<file path="src/rtl/vram_port_arbiter.sv">
// Single-port scheduler for the VRAM system-clock port: display reads, draw read/write
// and a full-frame clear engine share one registered address/data/we port.
module vram_port_arbiter #(
  parameter int TOTAL_BYTES  = 230400,
  parameter int ADDR_W       = 18,
  parameter int STARVE_LIMIT = 15,
  parameter int STARVE_W     = 4
) (
  input  logic              CLK,
  input  logic              RST_N,
  input  logic              DISP_REQ,
  input  logic [ADDR_W-1:0] DISP_ADDR,
  output logic              DISP_GNT,
  output logic              DISP_RVALID,
  output logic [7:0]        DISP_RDATA,
  input  logic              DRAW_REQ,
  input  logic              DRAW_WE,
  input  logic [ADDR_W-1:0] DRAW_ADDR,
  input  logic [7:0]        DRAW_DATA,
  output logic              DRAW_GNT,
  output logic              DRAW_RVALID,
  output logic [7:0]        DRAW_RDATA,
  input  logic              CLEAR_START,
  input  logic [7:0]        CLEAR_VALUE,
  output logic              CLEAR_BUSY,
  output logic              CLEAR_DONE,
  output logic [ADDR_W-1:0] VRAM_ADDR,
  output logic [7:0]        VRAM_DATA,
  output logic              VRAM_WE,
  input  logic [7:0]        VRAM_Q
);

  localparam logic [ADDR_W-1:0]   LAST_ADDR  = ADDR_W'(TOTAL_BYTES - 1);
  localparam logic [STARVE_W-1:0] STARVE_MAX = STARVE_W'(STARVE_LIMIT);

  typedef enum logic {ARB, CLEAR} state_t;

  state_t              state;
  state_t              next_state;
  logic [STARVE_W-1:0] starve;
  logic [ADDR_W-1:0]   clear_addr;
  logic [7:0]          clear_value;
  logic                clear_done;
  logic                disp_gnt;
  logic                draw_gnt;
  logic                clear_gnt;
  logic                clear_last;
  logic [1:0]          tag_s1;
  logic [1:0]          tag_s2;

  assign clear_last = clear_gnt && (clear_addr == LAST_ADDR);

  always_ff @(posedge CLK or negedge RST_N) begin
    if (!RST_N) state <= ARB;
    else        state <= next_state;
  end

  always_comb begin
    next_state = state;
    case (state)
      ARB:     if (CLEAR_START) next_state = CLEAR;
      CLEAR:   if (clear_last)  next_state = ARB;
      default: next_state = ARB;
    endcase
  end

  // Grants are gated by reset so every output reads 0 while RST_N is low.
  always_comb begin
    disp_gnt  = 1'b0;
    draw_gnt  = 1'b0;
    clear_gnt = 1'b0;
    if (RST_N) begin
      case (state)
        ARB: begin
          if (DRAW_REQ && (starve == STARVE_MAX)) draw_gnt = 1'b1;
          else if (DISP_REQ)                      disp_gnt = 1'b1;
          else if (DRAW_REQ)                      draw_gnt = 1'b1;
        end
        CLEAR: begin
          if (DISP_REQ) disp_gnt  = 1'b1;
          else          clear_gnt = 1'b1;
        end
        default: ;
      endcase
    end
  end

  always_ff @(posedge CLK or negedge RST_N) begin
    if (!RST_N) begin
      starve <= '0;
    end else if (state == ARB) begin
      if (!DRAW_REQ || draw_gnt)  starve <= '0;
      else if (starve != STARVE_MAX) starve <= starve + 1'b1;
    end
  end

  // The clear address parks on the last byte; it is re-zeroed on the next start.
  always_ff @(posedge CLK or negedge RST_N) begin
    if (!RST_N) begin
      clear_addr  <= '0;
      clear_value <= '0;
      clear_done  <= 1'b0;
    end else begin
      clear_done <= clear_last;
      if ((state == ARB) && CLEAR_START) begin
        clear_addr  <= '0;
        clear_value <= CLEAR_VALUE;
      end else if (clear_gnt && !clear_last) begin
        clear_addr <= clear_addr + 1'b1;
      end
    end
  end

  always_ff @(posedge CLK or negedge RST_N) begin
    if (!RST_N) begin
      VRAM_ADDR <= '0;
      VRAM_DATA <= '0;
      VRAM_WE   <= 1'b0;
    end else begin
      VRAM_WE <= 1'b0;
      if (disp_gnt) begin
        VRAM_ADDR <= DISP_ADDR;
      end else if (draw_gnt) begin
        VRAM_ADDR <= DRAW_ADDR;
        VRAM_WE   <= DRAW_WE;
        if (DRAW_WE) VRAM_DATA <= DRAW_DATA;
      end else if (clear_gnt) begin
        VRAM_ADDR <= clear_addr;
        VRAM_DATA <= clear_value;
        VRAM_WE   <= 1'b1;
      end
    end
  end

  // Two-stage owner tag matches the port register plus the VRAM's registered read.
  always_ff @(posedge CLK or negedge RST_N) begin
    if (!RST_N) begin
      tag_s1 <= 2'b00;
      tag_s2 <= 2'b00;
    end else begin
      tag_s1 <= {disp_gnt, draw_gnt && !DRAW_WE};
      tag_s2 <= tag_s1;
    end
  end

  assign DISP_GNT    = disp_gnt;
  assign DRAW_GNT    = draw_gnt;
  assign DISP_RVALID = tag_s2[1];
  assign DRAW_RVALID = tag_s2[0];
  assign DISP_RDATA  = tag_s2[1] ? VRAM_Q : 8'h00;
  assign DRAW_RDATA  = tag_s2[0] ? VRAM_Q : 8'h00;
  assign CLEAR_BUSY  = (state == CLEAR);
  assign CLEAR_DONE  = clear_done;

endmodule

</file>
<file path="config.mk">
export PLATFORM = sky130hd
export DESIGN_NAME = vram_port_arbiter
export DESIGN_NICKNAME = d
export VERILOG_FILES = /design/src/rtl/vram_port_arbiter.sv
export SDC_FILE = /design/constraint.sdc
export NUM_CORES = 1
export LEC_CHECK = 0
export ABC_CLOCK_PERIOD_IN_PS = 4350
export BUFFER_PORTS_ARGS = -buffer_cell sky130_fd_sc_hd__buf_2
export CORE_MARGIN = 2
export CORE_UTILIZATION = 38
export DETAILED_ROUTE_END_ITERATION = 12
export GPL_TIMING_DRIVEN = 0
export PLACE_DENSITY_LB_ADDON = 0.1
export SYNTH_ARGS = -nofsm -noshare
export SYNTH_HDL_FRONTEND = slang
export SYNTH_SLANG_ARGS = --single-unit
</file>
<file path="constraint.sdc">
create_clock -name CLK -period 4.35 [get_ports CLK]
set_clock_uncertainty 0.15 [all_clocks]
set_input_delay 0.2175 -clock CLK [delete_from_list [all_inputs] [get_ports CLK]]
set_output_delay 0.2175 -clock CLK [all_outputs]
set_load 0.02 [all_outputs]
</file>
# Yosys cells after proc, flatten, opt, wreduce, memory -nomap -nowiden

Cells that the tools add are included.

Bitwise gates (word level): 2
$add $sub $neg: 2
Mux-type cells: 30
Equality and inequality tests: 4
Reductions and logical operators: 15

Operators by type and width:

| operator                | number |
|---|---|
| $mux W18                | 5 |
| $mux W8                 | 5 |
| $add A18 B1 Y18 const B | 1 |
| $eq A18 B18 Y1 const B  | 1 |
| $mux W1                 | 16 |
| $mux W4                 | 2 |
| $reduce_bool A2 Y1      | 3 |
| $logic_and A1 B1 Y1     | 5 |
| $add A4 B1 Y4 const B   | 1 |
| $eq A4 B4 Y1 const B    | 1 |
| $ne A4 B4 Y1 const B    | 1 |
| $pmux W1 S2             | 2 |
| $logic_not A1 Y1        | 3 |
| $reduce_and A3 Y1       | 1 |
| $reduce_bool A3 Y1      | 1 |
| $ne A2 B2 Y1 const B    | 1 |
| $not A1 Y1              | 2 |
| $reduce_and A2 Y1       | 1 |
| $logic_or A1 B1 Y1      | 1 |

Word-level logic and storage cells: 63
Output and inout port bits: 49
Input port bits: 66
Flip-flop bits (word level): 63

# Depth between registers and ports, before layout

Depth after elaboration: 8
Mapped depth: 7

# Worst setup path before layout

OpenSTA, ideal clock, no wires.

Path type: register -> output
From: register starve[0]
To: output port DISP_GNT
Arrival: 1610 ps
Setup slack: 2373 ps
Cell stages (with the launch flop): 6
Data required time: 3983 ps
Buffers on the path: 1
Cell sequence: dfrtp_1 > ha_1 > nand3_1 > o311ai_2 > buf_2 > inv_1

Cells in the longest elaborated chain, start to end: 5

RTL lines:

| item                   | RTL line | RTL |
|---|---|---|
| from (decl)            | 40       | `logic [STARVE_W-1:0] starve;` |
| from (signal assigned) | 93       | `else if (starve != STARVE_MAX) starve <= starve + 1'b1;` |
| $eq A4 B4 Y1           | 75       | `if (DRAW_REQ && (starve == STARVE_MAX)) draw_gnt = 1'b1;` |
| $logic_and A1 B1 Y1    | 75       |  |
| $mux W1                | 75       |  |
| $pmux W1 S2            | 73       | `case (state)` |
| $mux W1                | 72       | `if (RST_N) begin` |
| to (decl)              | 13       | `output logic DISP_GNT,` |

No other way between the ends.

# Final worst setup path

From: input port RST_N
To: output port DRAW_GNT

Cells in the longest elaborated chain, start to end: 1

RTL lines:

| item        | RTL line | RTL |
|---|---|---|
| from (decl) | 10       | `input logic RST_N,` |
| $mux W1     | 72       |  |
| to (decl)   | 20       | `output logic DRAW_GNT,` |

No other way between the ends.

==> metrics.cfg <==
[floorplanning]
num_rows=33
initial_utilization_pct=39.2
die_w_um=95.8
core_um2=8180
chipHeight_um=95.8
io_pins=115
dieArea_um2=9180

[grt]
antenna_found_initial=0
grt_start_max_net_pins=68
grt-ovfl-total=0
track_usage_pct=20.0
grt_pass1_wl_mm=14.1
grt_pass1_vias=2935

[cts]
cts.sinks=63
clk_latency_ns=0.34
post-cts-setup-buffer-count=0
clk_pin_slew_ns=0.06
tritoncts=done
ctsHoldBuffers=34
cts-buffers-inserted=9
clock_path_buffers=2
root_buffer=clkbuf_8
cts_resized=0
h-tree-depth=3

[logic_synthesis]
muxShareOfSynthArea_pct=2.81
synth_compound_gate_area_share_pct=18.1
synth_top_area_share_pct=49.2
avgSynthCellArea_um2=9.25
synthDistinctLibCells=50
syn_nets=414
synthCells=346
yosysSeqAreaShare_pct=49.2
yosys.area_share.xor_xnor_pct=0
synth_top_family_by_area=simple AND/OR/NAND/NOR gates
synth-main-ff-cell=dfrtp_1
async_reset_ff_share_pct=100
syn-cell-area_um2=3200
yosys.area_share.simple_pct=25.2
synthTopCellsByArea=dfrtp_1, nand2_1, a31oi_1
synth_edf_count=0
synthTopCellsByCount=nand2_1, dfrtp_1, a31oi_1
yosys_warnings=0
yosysTopAreaCell=dfrtp_1
synth-adder-area-share_pct=0.782
ys_ff_latch=63
yosysMostFrequentCell=nand2_1

[setup_path]
critPathCapture=DRAW_GNT
critPathArrivalTime_ns=2.67
crit_start=RST_N
critical_path_peak_fanout=67
timing.rr.start=starve[0]$_DFFE_PN0P_
r2r-end=VRAM_ADDR[13]$_DFFE_PN0P_
slowest_delay_ns=0.63
cp.required_ns=3.98
reg2reg_slack_ns=1.97
critPathCaptureType=output port
cp-start-kind=input pin
ff2ff_path_depth=7
critical_path_class=input pin to output port
cpMaxStageDelayCell=buf_4
path_cells=dlygate4sd3_1 > buf_4 > nand3b_1 > a21o_1 > inv_2 > buf_1 > buf_2

[hold_path]
hold_class=input pin to register
hold_path_depth=3
min_from=DRAW_ADDR[0]

[job]
maxCapViolations=0

[route]
drt_iter0_markers=124
antenna_left=0
vias=3202
drc=0
via_per_inst=5.22
drtPass1Iterations=4
routedWlPerCell_um=14.8
drt-total-wl_mm=9.06

[placement]
dp_slack_ns=1.74
io_buffer_count=113
dp_hpwl_mm=6.37
place.gp.congestion=0.798

[sta]
maxSlewHeadroom_pct=43.0
rsz0062_at_grt=no
finalHoldViolations=0
max_freq_ghz=0.329
period_needed_ns=3.04
finalSetupViolCount=0
slew_violations=0
period_share_pct=69.8
final.setup.tns_ns=0
fin_ws_ns=1.31
tightest_slew_ns=0.856

[final_layout]
seq_area_um2=1580
area_growth_pct=39.7
finish.net_count=572
antennaDiodeCount=0
fillers=768
drive_above_1_share_pct=29.1
multi_input_area_um2=1500

[pwr]
p_leak_nw=2.12
ir_drop_mv=0.168
powerDensity_nw_per_um2=357

[run_status]
status=complete, no violations

[sequential cells by signal (all words and copies together) (netlist names)]
name	flops
VRAM_ADDR	18
clear_addr	18
VRAM_DATA	8
clear_value	8
starve	4
tag_s1	2
tag_s2	2
CLEAR_BUSY	1
CLEAR_DONE	1
VRAM_WE	1
[per-layer routing]
metal / routed length, um / vias to the layer above / global-route usage (%)
met5: 0 / - / 0
met4: 120 / 0 / 6.79
met3: 662 / 8 / 4.07
met2: 4050 / 116 / 31.8
met1: 4220 / 1504 / 27.4
li1: - / 1574 / -
[worst max-delay path: cells and delay by family]
family	cells	cell delay [ns]
AOI/OAI and AO/OA	1	0.22
buffers and inverters	5	2.01
and+or+nand+nor	1	0.14
[cells in the final DEF (no fill, tap or decap), drive strengths merged, types with 3 or more instances in the layout]
cell	n
nand2b	4
or4	6
nand2	91
a21oi	13
dfrtp	63
nor2	15
and2	16
and4	3
dlygate4sd3	34
inv	8
nand3	7
o22ai	18
o21ai	6
o311ai	3
o31ai	5
a31oi	27
buf	124
and3	4
mux2i	9
nand4	7
clkbuf	18
[area by class of cell]
class	instances	area share, %
sequential	63	35.3
multi-input combinational	258	33.6
timing repair buffer	147	20.3
clock buffer	12	3.69
tap	105	2.94
buffer	17	2.07
clock inverter	3	1.45
inverter	8	0.672
[power breakdown]
| group | switching, W | internal, W |
|---|---|---|
| Combinational | 0.000165 | 0.000128 |
| Clock | 0.000224 | 0.000366 |
| Sequential | 0.0000643 | 0.000649 |
| Total | 0.000453 | 0.00114 |
[stage by stage]
step / area [um^2] / power [W] / hold WS [ns] / utilization [%] / cells
floorplan: 3200 / 0.000873 / -0.228 / - / 346
global placement: 3900 / 0.000987 / 0.184 / 47.7 / 564
detailed placement: 3900 / 0.000996 / 0.186 / 47.7 / 564
CTS: 4470 / 0.00161 / 0.000724 / 54.7 / 613
global route: 4470 / 0.00168 / 0.00423 / 54.7 / 613
finish: 4470 / 0.00160 / 0.00474 / 54.7 / 613
[cell families after synthesis]
logic type      count (synthesis)
buf+inv                        25
mux                             9
flops                          63
simple gates                  162
fa+ha+maj                       2
compound gates                 85
[how the worst min path moves through the flow]
| stage | endpoint | slack, ns |
|---|---|---|
| 2_1_floorplan | CLEAR_BUSY$_DFF_PN0_ | -0.23 |
| 3_3_place_gp | tag_s2[0]$_DFF_PN0_ | 0.18 |
| 3_5_place_dp | tag_s2[0]$_DFF_PN0_ | 0.19 |
| 4_1_cts | VRAM_ADDR[0]$_DFFE_PN0P_ | 0.0007 |
| 5_1_grt | VRAM_ADDR[0]$_DFFE_PN0P_ | 0.004 |
| 6_report | VRAM_ADDR[0]$_DFFE_PN0P_ | 0.005 |
Power figures use the tool's default switching activity.
